<file path="src/rtl/perceptron_feature_acc_if.sv">
// rtl/perceptron_feature_acc_if.sv - feature-beat input stream and committed-count output handshake
// Parameters: EDGE_W, CURVE_W (count widths, must match the attached block).
// Signals:
//   feat_valid, feat_ready, feat_kind[1:0], sof, eof : feature beat stream into the accumulator
//   out_valid, out_ready, edges, curves               : committed frame result to the classifier
//   sat_flag                                          : present only with FEAT_ACC_SAT_FLAG_EN
// Modports: slave = accumulator view, master = feeder/consumer view.
interface perceptron_feature_acc_if #(
    parameter int EDGE_W  = 3,
    parameter int CURVE_W = 4
) ();
    logic               feat_valid;
    logic               feat_ready;
    logic [1:0]         feat_kind;
    logic               sof;
    logic               eof;
    logic               out_valid;
    logic               out_ready;
    logic [EDGE_W-1:0]  edges;
    logic [CURVE_W-1:0] curves;
`ifdef FEAT_ACC_SAT_FLAG_EN
    logic               sat_flag;
`endif

    modport slave (
`ifdef FEAT_ACC_SAT_FLAG_EN
        output sat_flag,
`endif
        input  feat_valid, feat_kind, sof, eof, out_ready,
        output feat_ready, out_valid, edges, curves
    );

    modport master (
`ifdef FEAT_ACC_SAT_FLAG_EN
        input  sat_flag,
`endif
        output feat_valid, feat_kind, sof, eof, out_ready,
        input  feat_ready, out_valid, edges, curves
    );
endinterface

</file>
<file path="src/rtl/perceptron_feature_acc.sv">
// rtl/perceptron_feature_acc.sv - per-frame saturating edge/curve hit counter feeding the perceptron classifier
// Optional feature macro: FEAT_ACC_SAT_FLAG_EN (adds bus.sat_flag, set when a frame saturated a counter).
// Ports:
//   clk   : single clock, rising edge
//   rst_n : asynchronous active-low reset
//   bus   : perceptron_feature_acc_if.slave (feature beat stream in, committed edges/curves out)
module perceptron_feature_acc #(
    parameter int EDGE_W  = 3,
    parameter int CURVE_W = 4
) (
    input  logic                       clk,
    input  logic                       rst_n,
    perceptron_feature_acc_if.slave    bus
);
    typedef enum logic [1:0] {IDLE, ACCUM, HOLD} state_t;

    state_t             state;
    state_t             state_nxt;
    logic [EDGE_W-1:0]  edge_cnt;
    logic [EDGE_W-1:0]  edge_base;
    logic [EDGE_W-1:0]  edge_sum;
    logic [CURVE_W-1:0] curve_cnt;
    logic [CURVE_W-1:0] curve_base;
    logic [CURVE_W-1:0] curve_sum;
    logic [EDGE_W-1:0]  edges_q;
    logic [CURVE_W-1:0] curves_q;
    logic               out_valid_q;
    logic               feat_rdy;
    logic               accept;
    logic               active;
    logic               commit;
    logic               release_out;

    always_comb begin
        // In HOLD a beat may only enter on the same cycle the result is taken,
        // so a new frame can start back-to-back without overwriting an unread result.
        feat_rdy    = (state == HOLD) ? bus.out_ready : 1'b1;
        accept      = bus.feat_valid && feat_rdy;
        // Outside ACCUM only a sof beat opens a frame; everything else is dropped.
        active      = accept && ((state == ACCUM) || bus.sof);
        commit      = active && bus.eof;
        release_out = (state == HOLD) && bus.out_ready;

        // sof always restarts from zero, even mid-frame.
        edge_base   = bus.sof ? '0 : edge_cnt;
        curve_base  = bus.sof ? '0 : curve_cnt;
        edge_sum    = (&edge_base)  ? edge_base
                                    : edge_base  + {{(EDGE_W-1){1'b0}},  bus.feat_kind[0]};
        curve_sum   = (&curve_base) ? curve_base
                                    : curve_base + {{(CURVE_W-1){1'b0}}, bus.feat_kind[1]};
    end

    always_comb begin
        state_nxt = state;
        case (state)
            IDLE, ACCUM: begin
                if (active) begin
                    state_nxt = commit ? HOLD : ACCUM;
                end
            end
            HOLD: begin
                if (bus.out_ready) begin
                    if (active) begin
                        state_nxt = commit ? HOLD : ACCUM;
                    end else begin
                        state_nxt = IDLE;
                    end
                end
            end
            default: state_nxt = IDLE;
        endcase
    end

    always_ff @(posedge clk or negedge rst_n) begin
        if (!rst_n) begin
            state <= IDLE;
        end else begin
            state <= state_nxt;
        end
    end

    always_ff @(posedge clk or negedge rst_n) begin
        if (!rst_n) begin
            edge_cnt    <= '0;
            curve_cnt   <= '0;
            edges_q     <= '0;
            curves_q    <= '0;
            out_valid_q <= 1'b0;
        end else if (commit) begin
            edge_cnt    <= '0;
            curve_cnt   <= '0;
            edges_q     <= edge_sum;
            curves_q    <= curve_sum;
            out_valid_q <= 1'b1;
        end else begin
            if (active) begin
                edge_cnt  <= edge_sum;
                curve_cnt <= curve_sum;
            end
            // edges/curves keep their last value after the handshake.
            if (release_out) begin
                out_valid_q <= 1'b0;
            end
        end
    end

    assign bus.feat_ready = feat_rdy;
    assign bus.out_valid  = out_valid_q;
    assign bus.edges      = edges_q;
    assign bus.curves     = curves_q;

`ifdef FEAT_ACC_SAT_FLAG_EN
    logic sat_run;
    logic sat_hit;
    logic sat_frame;
    logic sat_q;

    always_comb begin
        // A hit counts only when an increment is requested on an already-full counter.
        sat_hit   = ((&edge_base) && bus.feat_kind[0]) || ((&curve_base) && bus.feat_kind[1]);
        sat_frame = (bus.sof ? 1'b0 : sat_run) | sat_hit;
    end

    always_ff @(posedge clk or negedge rst_n) begin
        if (!rst_n) begin
            sat_run <= 1'b0;
            sat_q   <= 1'b0;
        end else if (commit) begin
            sat_run <= 1'b0;
            sat_q   <= sat_frame;
        end else begin
            if (active) begin
                sat_run <= sat_frame;
            end
            if (release_out) begin
                sat_q <= 1'b0;
            end
        end
    end

    assign bus.sat_flag = sat_q;
`endif
endmodule

</file>
<file path="src/flat_wrapper.sv">
// flat-port wrapper written by rule: the top's interface ports become plain ports
module perceptron_feature_acc_flat 
#(
    parameter int EDGE_W  = 3,
    parameter int CURVE_W = 4
)
  (clk, rst_n, bus_feat_valid, bus_feat_kind, bus_sof, bus_eof, bus_out_ready, bus_feat_ready, bus_out_valid, bus_edges, bus_curves);
  perceptron_feature_acc_if #(.EDGE_W(EDGE_W), .CURVE_W(CURVE_W)) bus_i ();
  input  logic clk;
  input  logic rst_n;
  input wire logic [$bits(bus_i.feat_valid)-1:0] bus_feat_valid;
  input wire logic [$bits(bus_i.feat_kind)-1:0] bus_feat_kind;
  input wire logic [$bits(bus_i.sof)-1:0] bus_sof;
  input wire logic [$bits(bus_i.eof)-1:0] bus_eof;
  input wire logic [$bits(bus_i.out_ready)-1:0] bus_out_ready;
  output wire logic [$bits(bus_i.feat_ready)-1:0] bus_feat_ready;
  output wire logic [$bits(bus_i.out_valid)-1:0] bus_out_valid;
  output wire logic [$bits(bus_i.edges)-1:0] bus_edges;
  output wire logic [$bits(bus_i.curves)-1:0] bus_curves;
  assign bus_i.feat_valid = bus_feat_valid;
  assign bus_i.feat_kind = bus_feat_kind;
  assign bus_i.sof = bus_sof;
  assign bus_i.eof = bus_eof;
  assign bus_i.out_ready = bus_out_ready;
  assign bus_feat_ready = bus_i.feat_ready;
  assign bus_out_valid = bus_i.out_valid;
  assign bus_edges = bus_i.edges;
  assign bus_curves = bus_i.curves;
  perceptron_feature_acc #(.EDGE_W(EDGE_W), .CURVE_W(CURVE_W)) u_core (.clk(clk), .rst_n(rst_n), .bus(bus_i));
endmodule
</file>
<file path="config.mk">
export PLATFORM = sky130hd
export DESIGN_NAME = perceptron_feature_acc_flat
export DESIGN_NICKNAME = d
export VERILOG_FILES = /design/src/rtl/perceptron_feature_acc_if.sv /design/src/rtl/perceptron_feature_acc.sv /design/src/flat_wrapper.sv
export SDC_FILE = /design/constraint.sdc
export NUM_CORES = 1
export LEC_CHECK = 0
export CAP_MARGIN = 20
export CORE_UTILIZATION = 54
export CTS_CLUSTER_SIZE = 24
export DETAILED_ROUTE_END_ITERATION = 12
export PLACE_DENSITY = 0.84
export SLEW_MARGIN = 15
export SYNTH_ARGS = -nofsm -noshare
export SYNTH_HDL_FRONTEND = slang
export SYNTH_SLANG_ARGS = --single-unit
export TNS_END_PERCENT = 100
</file>
<file path="constraint.sdc">
create_clock -name clk -period 3.8 [get_ports clk]
set_input_delay 0.95 -clock clk [delete_from_list [all_inputs] [get_ports clk]]
set_output_delay 0.95 -clock clk [all_outputs]
set_load 0.02 [all_outputs]
</file>
; After elaboration in Yosys (flattened, before gate mapping)
; Cells that the tools add are included.
; W data, S select, Z words.
[op_classes]
n_addsub = 2
eq_ne = 4
mux = 16
reduce_logical = 12
[op_table]
columns = operator, n
row1 = $mux W4, 4
row2 = $mux W3, 4
row3 = $mux W2, 4
row4 = $add A4 B1 Y4, 1
row5 = $logic_and A1 B1 Y1, 4
row6 = $pmux W2 S2, 1
row7 = $reduce_and A4 Y1, 1
row8 = $reduce_bool A2 Y1, 2
row9 = $add A3 B1 Y3, 1
row10 = $mux W1, 3
row11 = $reduce_and A3 Y1, 1
row12 = $eq A2 B1 Y1 const B, 1
row13 = $eq A2 B2 Y1 const B, 1
row14 = $logic_not A2 Y1, 1
row15 = $ne A2 B1 Y1 const B, 1
row16 = $ne A2 B2 Y1 const B, 1
row17 = $reduce_and A2 Y1, 1
row18 = $reduce_or A2 Y1, 1
row19 = $logic_or A1 B1 Y1, 1
[word_totals]
reg_bits = 17
input_bits = 8
out_inout_bits = 9
elab_cells = 40

; Logic depth before layout (Yosys ltp)
; Gate-level depths: netlist (run 1).
[logic_depth]
word_depth = 9
depth_mapped = 8
depth_no_buf = 7

; Worst setup path before layout (run 1)
; Ideal clock, no wire load.
[synth_path]
kind = input -> output
startpoint = in bus_out_ready
endpoint = out bus_feat_ready
arrival_time_ps = 1382
required_time_ps = 2850
path_slack_ps = 1468
stages = 1
path_buffers = 0
cell_sequence = or3b_4
[synth_between]
elab_chain_len = 1
[synth_rtl]
columns = element, line_no
row1 = start: declaration, flat_wrapper.sv:15  ; input wire logic [$bits(bus_i.out_ready)-1:0] bus_out_ready;
row2 = $mux W1, perceptron_feature_acc.sv:37  ; feat_rdy = (state == HOLD) ? bus.out_ready : 1'b1;
row3 = end: declaration, flat_wrapper.sv:16  ; output wire logic [$bits(bus_i.feat_ready)-1:0] bus_feat_ready;
; Every way passes these cells.

; Worst setup path after layout (run 1)
; Same ends and word-level chain as after synthesis.

==> impl_metrics.py, run 1 <==
metrics = {
    "floorplan": {
        "floorplan.initialDensity_pct": 59.7,
        "die-width_um": 43.3,
        "die_h_um": 43.3,
        "floorplan.die_area_mm2": 0.00187,
        "core_area_mm2": 0.00154,
        "ioPinCount": 17,
        "rows": 14,
    },
    "worst_setup_path": {
        "worstReg2RegStart": "u_core.state[1]",
        "timing_worst_setup_path_type": "in2out",
        "regToRegEndpoint": "u_core.bus.curves[3]",
        "worst-endpoint-arrival_ns": 2.37,
        "number_of_cells_on_the_worst_reg_to_reg_path": 3,
        "start_kind": "input pin",
        "crit_buf_inv": 2,
        "critPathMostFrequentCell": "clkdlybuf4s50_1",
        "endpoint_kind_of_the_worst_setup_timing_path": "output port",
        "critPathMaxStageDelay_ns": 0.55,
        "worst-path-max-fanout": 3,
        "crit_required_ns": 2.85,
        "cp_top_family": "buffers and inverters",
        "cpMaxStageDelayCell": "clkdlybuf4s50_1",
        "setup.reg_to_reg.worst_slack_ns": 2.09,
        "critical_path.cell_chain": "clkdlybuf4s50_1, or3b_4, clkdlybuf4s50_1",
    },
    "sta": {
        "timing.final.crit_share_pct": 87.4,
        "post-route-min-period_ns": 3.32,
        "report.final.hold_viol_count": 0,
        "rsz_0062_raised_after_global_routing": "false",
        "fmax_mhz": 301,
        "drv_slew": 0,
        "max_slew_margin_pct": 50.1,
        "post-route-worst-setup-slack_ns": 0.477,
        "finClkSkew_ns": 0.00698,
        "fin_setup_tns_ns": 0,
        "final_setup_violation_count": 0,
        "max_slew.worst_pin.slew_ns": 0.747,
    },
    "logic_synthesis": {
        "synth-edff-count": 0,
        "synth.distinct_cells": 30,
        "synthesis.instances": 98,
        "synth.ff_latch_count": 17,
        "synthesis.area_um2": 920,
        "syn_nets": 110,
        "synthesis.area_per_instance_um2": 9.38,
        "sequential_area_share_after_synthesis_pct": 46.3,
        "yosysWarnings": 0,
        "yosys_most_used_dff": "dfrtp_1",
        "synthArstFlopShare_pct": 100,
    },
    "final_layout": {
        "fin_nets": 127,
        "most-common-layout-cells": "dfrtp_1 (17), clkdlybuf4s50_1 (16), nand2_1 (13), o21ai_0 (8)",
        "share_of_post_route_cells_with_drive_strength_above_1_pct": 7.02,
        "syn2layout_area_growth_pct": 18.8,
        "layout.cell_area.non_filler_mm2": 0.00109,
        "nFillCells": 133,
        "final_common_cell": "dfrtp_1",
        "n_antenna_cell": 0,
        "regArea_um2": 425,
        "footprint_of_the_multi_input_gates_um2": 440,
    },
    "cts": {
        "root_buffer": "clkbuf_4",
        "clk_latency_ns": 0.29,
        "tritoncts_num_sinks": 17,
        "worst_setup_hold_path_clk_slew_ns": 0.10,
        "postCtsSetupRepairBufs": 0,
        "tritoncts.num_buffers": 3,
        "tritoncts": "built",
        "cts_hold_buf": 0,
        "cts-htree-levels": 1,
        "ctsResizeCount": 0,
        "maximum_root_to_sink_buffer_count": 2,
    },
    "detailed_routing": {
        "detail_route.wirelength_um": 1680,
        "num_vias": 717,
        "drt_pass1_iterations": 4,
        "drt-vias-per-instance": 5.52,
        "drc_errors": 0,
        "drt.antenna.violating_nets": 0,
        "drtIter0Drc": 10,
        "drt-wirelength-per-cell_um": 12.9,
    },
    "pwr": {
        "vdd_ir_drop_max_uv": 296,
        "p_per_area_mw_per_mm2": 386,
        "power_leakage_nw": 0.480,
    },
    "place": {
        "dp.final_hpwl_um": 1230,
        "place.gp.congestion": 0.790,
        "buffer_ports.inserted": 16,
        "preCtsSetupSlack_ns": 0.481,
        "placement.cell_area_mm2": 0.00106,
    },
    "min_path": {
        "worst_hold_launch": "u_core.bus.out_valid",
        "hold_path.class": "reg2reg",
        "worstHoldPathCells": 2,
        "hold-path-endpoint": "u_core.bus.out_valid",
    },
    "global_route": {
        "global_route.overflow_total": 0,
        "number_of_antenna_violations_at_the_first_check_in_global_routing": 0,
        "grt_pass1_vias": 672,
        "grt_max_degree": 18,
        "grt_total_usage_pct": 20.5,
        "grt_first_pass_wirelength_um": 2860,
    },
    "flow_run": {
        "cap_viol_max_count": 0,
    },
    "status": {
        "result_of_the_run": "completed",
    },
}
[synth_stat cells (2+ instances only)]
library cell / number / area [um^2]
nor2b_1: 7 / 43.8
nor2_1: 7 / 26.3
buf_6: 2 / 22.5
a21oi_1: 2 / 10.0
ha_1: 4 / 50.1
o21ai_1: 7 / 35.0
nand3_1: 6 / 30.0
nand2_1: 13 / 48.8
o21ai_0: 8 / 40.0
dfrtp_1: 17 / 425
inv_1: 5 / 18.8
a22o_1: 2 / 17.5
[stage by stage]
stage / total power, mW / std cells / utilization [%] / hold slack [ns]
final: 0.421 / 130 / 70.9 / 0.491
after global routing: 0.444 / 130 / 70.9 / 0.520
after CTS: 0.426 / 130 / 70.9 / 0.493
after detailed placement: 0.329 / 126 / 69.1 / 0.469
after global placement: 0.325 / 126 / 69.1 / 0.457
after floorplan: 0.283 / 98 / - / 0.465
[power by group]
group | switching [mW] | total, mW | leakage [nW] | internal [mW]
combinational | 0.0567 | 0.107 | 0.236 | 0.0503
clock | 0.0579 | 0.0971 | 0.0177 | 0.0391
sequential | 0.0160 | 0.217 | 0.227 | 0.201
total | 0.131 | 0.421 | 0.480 | 0.291
[state kept, by name (all words and copies together), names as in the netlist]
register              cells
u_core.state              2
u_core.curve_cnt          4
u_core.bus.edges          3
u_core.edge_cnt           3
u_core.bus.out_valid      1
u_core.bus.curves         4
[worst register-to-register path, cell delays in order, from the launching register on]
cell	delay [ns]
dfrtp_1	0.42
and2b_1	0.26
o2111ai_2	0.54
mux2_1	0.38
[worst max path at each step]
stage / to / start / slack (ns) / cells after the start
floorplan: bus_feat_ready / bus_out_ready / 1.47 / 1
global placement: bus_feat_ready / bus_out_ready / 0.49 / 3
detailed placement: bus_feat_ready / bus_out_ready / 0.48 / 3
CTS: bus_feat_ready / bus_out_ready / 0.48 / 3
global route: bus_feat_ready / bus_out_ready / 0.45 / 3
finish: bus_feat_ready / bus_out_ready / 0.48 / 3
[cell type report]
cell class	instances	area share [%]
multi-input combinational	72	40.3
clock inverter	1	0.458
timing repair buffer	16	14.7
sequential	17	38.9
clock buffer	3	2.06
inverter	5	1.72
tap	16	1.83
[per-layer routing]
metal	global-route usage, %	vias up	routed length [um]
met5	0	-	0
met4	7.27	0	12
met3	3.83	2	52
met2	31.9	14	824
li1	-	370	-
met1	28.5	331	786
[kinds of logic (layout without fill, tap and decap cells)]
logic type,after synthesis,after routing,synth area share [%]
AOI/OAI and AO/OA,27,27,19.5
adders and majority gates,4,4,5.44
buffers and inverters,9,25,5.85
DFF,17,17,46.3
muxes,1,1,1.22
and+or+nand+nor,40,40,21.8
Power figures use the tool's default switching activity.
==> inputs of run 2 (changes only) <==
--- a/config.mk
+++ b/config.mk
@@ -6,10 +6,12 @@
 export NUM_CORES = 1
 export LEC_CHECK = 0
 export CAP_MARGIN = 20
-export CORE_UTILIZATION = 54
+export CORE_UTILIZATION = 45
+export CTS_BUF_LIST = sky130_fd_sc_hd__clkbuf_8
 export CTS_CLUSTER_SIZE = 24
 export DETAILED_ROUTE_END_ITERATION = 12
-export PLACE_DENSITY = 0.84
+export MAX_ROUTING_LAYER = met4
+export PLACE_DENSITY = 0.72
 export SLEW_MARGIN = 15
 export SYNTH_ARGS = -nofsm -noshare
 export SYNTH_HDL_FRONTEND = slang
==> run 2 against run 1 <==
Compared with the run above:
- worst hold slack worse by 0.0083 ns
- setup slack about the same
- critical path depth unchanged
- first-iteration DRC count up 20%
- via count up 4.2%
- critical endpoint unchanged
- power up 7.2%
- routed wire length down 3.1%
- maximum frequency about the same
- utilization down 8.9 points
- highest routed layer unchanged
- largest power group unchanged
==> impl_metrics.py, run 2 (synthesis gave the netlist of run 1 again) <==
metrics = {
    "cts": {
        "worst_setup_hold_path_clk_slew_ns": 0.06,
        "clk_latency_ns": 0.24,
        "tritoncts_num_sinks": 17,
        "cts_hold_buf": 0,
        "postCtsSetupRepairBufs": 0,
        "ctsResizeCount": 0,
        "tritoncts": "built",
        "tritoncts.num_buffers": 3,
        "maximum_root_to_sink_buffer_count": 2,
        "cts-htree-levels": 1,
        "root_buffer": "clkbuf_8",
    },
    "worst_setup_path": {
        "worstReg2RegStart": "u_core.state[1]",
        "crit_required_ns": 2.85,
        "crit_buf_inv": 2,
        "critPathMostFrequentCell": "clkdlybuf4s50_1",
        "number_of_cells_on_the_worst_reg_to_reg_path": 4,
        "start_kind": "input pin",
        "regToRegEndpoint": "u_core.edge_cnt[0]",
        "critPathMaxStageDelay_ns": 0.55,
        "worst-path-max-fanout": 3,
        "cpMaxStageDelayCell": "clkdlybuf4s50_1",
        "timing_worst_setup_path_type": "in2out",
        "cp_top_family": "buffers and inverters",
        "worstSetupPathDepth": 3,
        "endpoint_kind_of_the_worst_setup_timing_path": "output port",
        "setup.reg_to_reg.worst_slack_ns": 2.24,
        "worst-endpoint-arrival_ns": 2.37,
        "critical_path.cell_chain": "clkdlybuf4s50_1, or3b_4, clkdlybuf4s50_1",
    },
    "final_layout": {
        "layout.cell_area.non_filler_mm2": 0.00113,
        "most-common-layout-cells": "dfrtp_1 (17), clkdlybuf4s50_1 (16), nand2_1 (13), o21ai_0 (8)",
        "share_of_post_route_cells_with_drive_strength_above_1_pct": 6.96,
        "fin_nets": 128,
        "syn2layout_area_growth_pct": 22.7,
        "nFillCells": 171,
        "footprint_of_the_multi_input_gates_um2": 440,
        "regArea_um2": 425,
        "final_common_cell": "dfrtp_1",
        "n_antenna_cell": 0,
        "final_util_pct": 62.0,
    },
    "detailed_routing": {
        "drt-vias-per-instance": 5.34,
        "drc_errors": 0,
        "drt-wirelength-per-cell_um": 11.6,
        "drt.antenna.violating_nets": 0,
        "drtIter0Drc": 12,
        "num_vias": 747,
        "detail_route.wirelength_um": 1620,
        "drt_pass1_iterations": 4,
    },
    "floorplan": {
        "core_area_mm2": 0.00182,
        "floorplan.initialDensity_pct": 50.5,
        "die-width_um": 47.2,
        "die_h_um": 47.2,
        "floorplan.die_area_mm2": 0.00223,
        "ioPinCount": 17,
        "rows": 15,
    },
    "pwr": {
        "p_per_area_mw_per_mm2": 400,
        "p_clk_share_pct": 28.1,
        "vdd_ir_drop_max_uv": 261,
        "seq_power_share_pct": 48.0,
        "power_leakage_nw": 0.494,
        "p_sw_share_pct": 28.2,
        "power.net_switching_uw": 127,
        "comb_power_share_pct": 23.9,
        "p_int_uw": 324,
    },
    "sta": {
        "final_setup_violation_count": 0,
        "report.final.hold_viol_count": 0,
        "fmax_mhz": 301,
        "timing.final.crit_share_pct": 87.4,
        "max_slew_margin_pct": 49.7,
        "finClkSkew_ns": 0.00198,
        "post-route-min-period_ns": 3.32,
        "max_slew.worst_pin.slew_ns": 0.752,
        "fin_setup_tns_ns": 0,
        "drv_slew": 0,
        "rsz_0062_raised_after_global_routing": "false",
    },
    "place": {
        "place.gp.congestion": 0.786,
        "placement.cell_area_mm2": 0.00108,
        "buffer_ports.inserted": 16,
        "dp.final_hpwl_um": 1230,
    },
    "global_route": {
        "grt_pass1_vias": 701,
        "global_route.overflow_total": 0,
        "grt_total_usage_pct": 18.9,
        "grt_max_degree": 18,
        "number_of_antenna_violations_at_the_first_check_in_global_routing": 0,
        "grt_first_pass_wirelength_um": 2840,
    },
    "min_path": {
        "hold_path.class": "reg2reg",
        "hold-path-endpoint": "u_core.bus.out_valid",
        "worstHoldPathCells": 2,
        "worst_hold_launch": "u_core.bus.out_valid",
    },
    "status": {
        "result_of_the_run": "completed",
    },
    "flow_run": {
        "cap_viol_max_count": 0,
    },
}
[run 2: changes by cell type in the layout (fill, tap and decap cells not counted), sizes merged]
cell,delta
buf,+1
inv,+1
clkinv,-1
[run 2: worst reg2reg max path, cell delays in order, from the launching register on]
cell and delay, ns:
dfrtp_1 0.39, and2b_1 0.25, o211ai_2 0.43, o21ai_0 0.18, a22o_1 0.20
[run 2: cell type report]
| cell class | count | share of cell area, % |
|---|---|---|
| Multi-Input combinational cell | 72 | 39.0 |
| Sequential cell | 17 | 37.7 |
| Timing Repair Buffer | 17 | 14.9 |
| Clock buffer | 3 | 3.66 |
| Tap cell | 25 | 2.77 |
| Inverter | 5 | 1.66 |
| Clock inverter | 1 | 0.333 |
[run 2: metrics by stage]
stage               hold slack [ns]  setup WS (ns)  instances  total power [mW]
floorplan                     0.465           1.47         98             0.283
global placement              0.461          0.484        136             0.327
detailed placement            0.470          0.480        136             0.330
CTS                           0.489          0.472        140             0.456
global route                  0.511          0.433        140             0.479
finish                        0.483          0.478        140             0.452
[run 2: metal layers]
metal  routed length (um)  part of all wire (%)  vias to the layer above  global-route usage (%)
met1                  787                    48                      353                    24.8
met2                  761                    47                       16                    30.0
li1                     -                     -                      376                       -
met5                    0                     0                        -                       -
met3                   63                   3.9                        2                    2.31
met4                   11                  0.68                        0                    6.86
[run 2: power by group through the flow]
stage          logic, mW  clock network, mW  registers (mW)
2_1_floorplan     0.0505                  0           0.233
5_1_grt            0.122              0.137           0.219
4_1_cts            0.110              0.129           0.217
3_3_place_gp       0.108                  0           0.219
6_report           0.108              0.127           0.217
3_5_place_dp       0.110                  0           0.220
[run 2: worst max-delay path by stage]
stage,start,end,slack [ns]
2_1_floorplan,bus_out_ready,bus_feat_ready,1.47
3_3_place_gp,bus_out_ready,bus_feat_ready,0.48
3_5_place_dp,bus_out_ready,bus_feat_ready,0.48
4_1_cts,bus_out_ready,bus_feat_ready,0.47
5_1_grt,bus_out_ready,bus_feat_ready,0.43
6_report,bus_out_ready,bus_feat_ready,0.48
==> inputs of run 3 (changes only) <==
--- a/config.mk
+++ b/config.mk
@@ -5,12 +5,12 @@
 export SDC_FILE = /design/constraint.sdc
 export NUM_CORES = 1
 export LEC_CHECK = 0
+export ABC_AREA = 1
 export CAP_MARGIN = 20
 export CORE_UTILIZATION = 45
 export CTS_BUF_LIST = sky130_fd_sc_hd__clkbuf_8
 export CTS_CLUSTER_SIZE = 24
 export DETAILED_ROUTE_END_ITERATION = 12
-export MAX_ROUTING_LAYER = met4
 export PLACE_DENSITY = 0.72
 export SLEW_MARGIN = 15
 export SYNTH_ARGS = -nofsm -noshare
==> run 3 against run 2 <==
Compared with the run above:
- clock skew grew 0.0018 ns
- final cell count is 21% higher
- clock power up 8%
- register-to-register slack gained 0.17 ns
- critical endpoint unchanged
- via count up 7.4%
- synthesized area grew 0.27%
- count of clock-buffer cells in the layout did not move
- flip-flop and latch count did not move
- global-route usage is 0.57 points lower
==> impl_metrics.py, run 3 <==
metrics = {
    "logic_synthesis": {
        "synthArstFlopShare_pct": 100,
        "synth-adder-area-share_pct": 5.43,
        "sequential_area_share_after_synthesis_pct": 46.1,
        "syn_nets": 135,
        "mux_share_of_post_synthesis_cell_area_pct": 0,
        "synth-edff-count": 0,
        "synth.distinct_cells": 17,
        "yosysTopAreaCell": "dfrtp_1",
        "yosysWarnings": 0,
        "synth_top_family_by_area": "simple AND/OR/NAND/NOR gates",
        "synth-simple-area-share_pct": 39.2,
        "synthesis.area_um2": 922,
        "netlist_top_cells_area": "dfrtp_1 (46%), nand2_1 (26%), ha_1 (5.4%), inv_1 (5.3%), nor2_1 (3.7%)",
        "synth_largest_type_area_fraction_pct": 46.1,
        "synth_xor_xnor_area_share_pct": 1.90,
        "yosys_most_used_dff": "dfrtp_1",
        "synth_common_cells": "nand2_1 (63), dfrtp_1 (17), inv_1 (13)",
        "synthesis.instances": 123,
        "synth.ff_latch_count": 17,
        "synthesis.area_per_instance_um2": 7.50,
        "synth_most_common_cell": "nand2_1",
        "post_synthesis_compound_gate_area_fraction_pct": 1.22,
    },
    "worst_setup_path": {
        "crit_buf_inv": 3,
        "crit_required_ns": 2.85,
        "start_kind": "input pin",
        "timing_worst_setup_path_type": "in2out",
        "critPathMostFrequentCell": "clkdlybuf4s50_1",
        "worst-endpoint-arrival_ns": 2.23,
        "critPathMaxStageDelay_ns": 0.62,
        "critical_path.cell_chain": "clkdlybuf4s50_1, inv_1, nand2_2, clkdlybuf4s50_1",
        "cpMaxStageDelayCell": "clkdlybuf4s50_1",
        "cp_top_family": "buffers and inverters",
        "endpoint_kind_of_the_worst_setup_timing_path": "output port",
        "worst-path-max-fanout": 4,
    },
    "sta": {
        "max_slew_margin_pct": 48.0,
        "post-route-min-period_ns": 3.18,
        "report.final.hold_viol_count": 0,
        "drv_slew": 0,
        "post-route-worst-setup-slack_ns": 0.619,
        "max_slew.worst_pin.slew_ns": 0.778,
        "finClkSkew_ns": 0.00380,
        "timing.final.crit_share_pct": 83.7,
        "final_setup_violation_count": 0,
        "fin_setup_tns_ns": 0,
        "fmax_mhz": 314,
        "rsz_0062_raised_after_global_routing": "false",
    },
    "place": {
        "place.gp.congestion": 0.766,
        "post-place-cells": 166,
        "buffer_ports.inserted": 16,
        "preCtsSetupSlack_ns": 0.623,
        "dp.final_hpwl_um": 1360,
    },
    "global_route": {
        "number_of_antenna_violations_at_the_first_check_in_global_routing": 0,
        "global_route.overflow_total": 0,
        "grt_total_usage_pct": 18.3,
        "grt_max_degree": 18,
        "grt_pass1_vias": 714,
        "grt_first_pass_wirelength_um": 2850,
    },
    "cts": {
        "postCtsSetupRepairBufs": 0,
        "root_buffer": "clkbuf_8",
        "cts-htree-levels": 1,
        "tritoncts_num_sinks": 17,
        "ctsResizeCount": 0,
        "maximum_root_to_sink_buffer_count": 2,
        "cts_hold_buf": 0,
        "worst_setup_hold_path_clk_slew_ns": 0.07,
        "clk_latency_ns": 0.25,
        "tritoncts.num_buffers": 3,
        "tritoncts": "built",
    },
    "detailed_routing": {
        "drt.antenna.violating_nets": 0,
        "drc_errors": 0,
        "drt-wirelength-per-cell_um": 10.5,
        "drt-vias-per-instance": 4.72,
        "drtIter0Drc": 7,
        "num_vias": 802,
        "drt_pass1_iterations": 4,
        "detail_route.wirelength_um": 1780,
    },
    "pwr": {
        "power_leakage_nw": 0.638,
        "totalPowerFinal_uw": 489,
        "vdd_ir_drop_max_uv": 286,
        "p_per_area_mw_per_mm2": 421,
    },
    "floorplan": {
        "die_h_um": 47.3,
        "floorplan.initialDensity_pct": 47.5,
        "ioPinCount": 17,
        "core_area_mm2": 0.00194,
        "floorplan.die_area_mm2": 0.00223,
        "die-width_um": 47.3,
        "rows": 16,
    },
    "min_path": {
        "hold_path.class": "reg2reg",
    },
    "final_layout": {
        "most-common-layout-cells": "nand2_1 (63), dfrtp_1 (17), clkdlybuf4s50_1 (16), inv_1 (13), nor2_1 (9)",
        "syn2layout_area_growth_pct": 26.1,
        "share_of_post_route_cells_with_drive_strength_above_1_pct": 8.39,
        "final_common_cell": "nand2_1",
        "fin_nets": 156,
        "finalNonFillerCells": 170,
        "final_util_pct": 59.9,
        "n_antenna_cell": 0,
    },
    "status": {
        "result_of_the_run": "completed",
    },
    "flow_run": {
        "cap_viol_max_count": 0,
    },
}
run 3: changes by cell type after synthesis, sizes merged, moves of 4 or more:
| cell | previous run | this run |
|---|---|---|
| nor2 | 7 | 11 |
| inv | 5 | 15 |
| buf | 4 | 0 |
| nor2b | 7 | 0 |
| o21ai | 15 | 0 |
| nand2 | 13 | 65 |
run 3: where the power goes:
group	switching [mW]	total, mW	internal [mW]
clock network	0.0638	0.137	0.0727
registers	0.0156	0.221	0.205
logic	0.0755	0.132	0.0563
run 3: cells by family after synthesis:
logic type               after synthesis
AND/OR/NAND/NOR                       83
flip-flops                            17
buffers and inverters                 15
adder cells (fa/ha/maj)                4
AO/OA/AOI/OAI                          2
XOR/XNOR                               2
run 3: final cells by class:
type                       instances  area (um^2)
timing repair buffer              16          160
sequential                        17          425
inverter                          15         56.3
tap                               27         33.8
clock buffer                       3         41.3
multi-input combinational         91          440
fill                             200          779
clock inverter                     1         5.00
run 3: per-layer routing:
metal / share of wire, % / up-vias / GRT usage [%]
met5: 0 / - / 0
met4: 0.73 / 0 / 8.00
met3: 2.8 / 2 / 3.46
met2: 49 / 13 / 31.0
met1: 47 / 374 / 22.6
li1: - / 413 / -
run 3: tightest hold or removal path: cells and delay by family, from the launching register on:
kind | cells | cell delay (ns)
flip-flops | 1 | 0.34
AND/OR/NAND/NOR | 2 | 0.10
run 3: worst paths after layout:
check                                     from              endpoint  slack (ns)  depth (start not counted)
max reg2reg                u_core.curve_cnt[0]  u_core.bus.curves[2]        2.41                          8
max                              bus_out_ready        bus_feat_ready        0.62                          4
min reg2reg                u_core.curve_cnt[0]   u_core.curve_cnt[0]        0.48                          2
max in group asynchronous                rst_n   u_core.curve_cnt[3]        2.16                          1
min in group asynchronous                rst_n    u_core.edge_cnt[2]        1.15                          1
min                        u_core.curve_cnt[0]   u_core.curve_cnt[0]        0.48                          2
run 3: stage by stage:
step | instance area, um^2 | hold slack (ns)
3_3_place_gp | 1120 | 0.466
6_report | 1160 | 0.480
2_1_floorplan | 922 | 0.449
4_1_cts | 1160 | 0.484
5_1_grt | 1160 | 0.508
3_5_place_dp | 1120 | 0.465
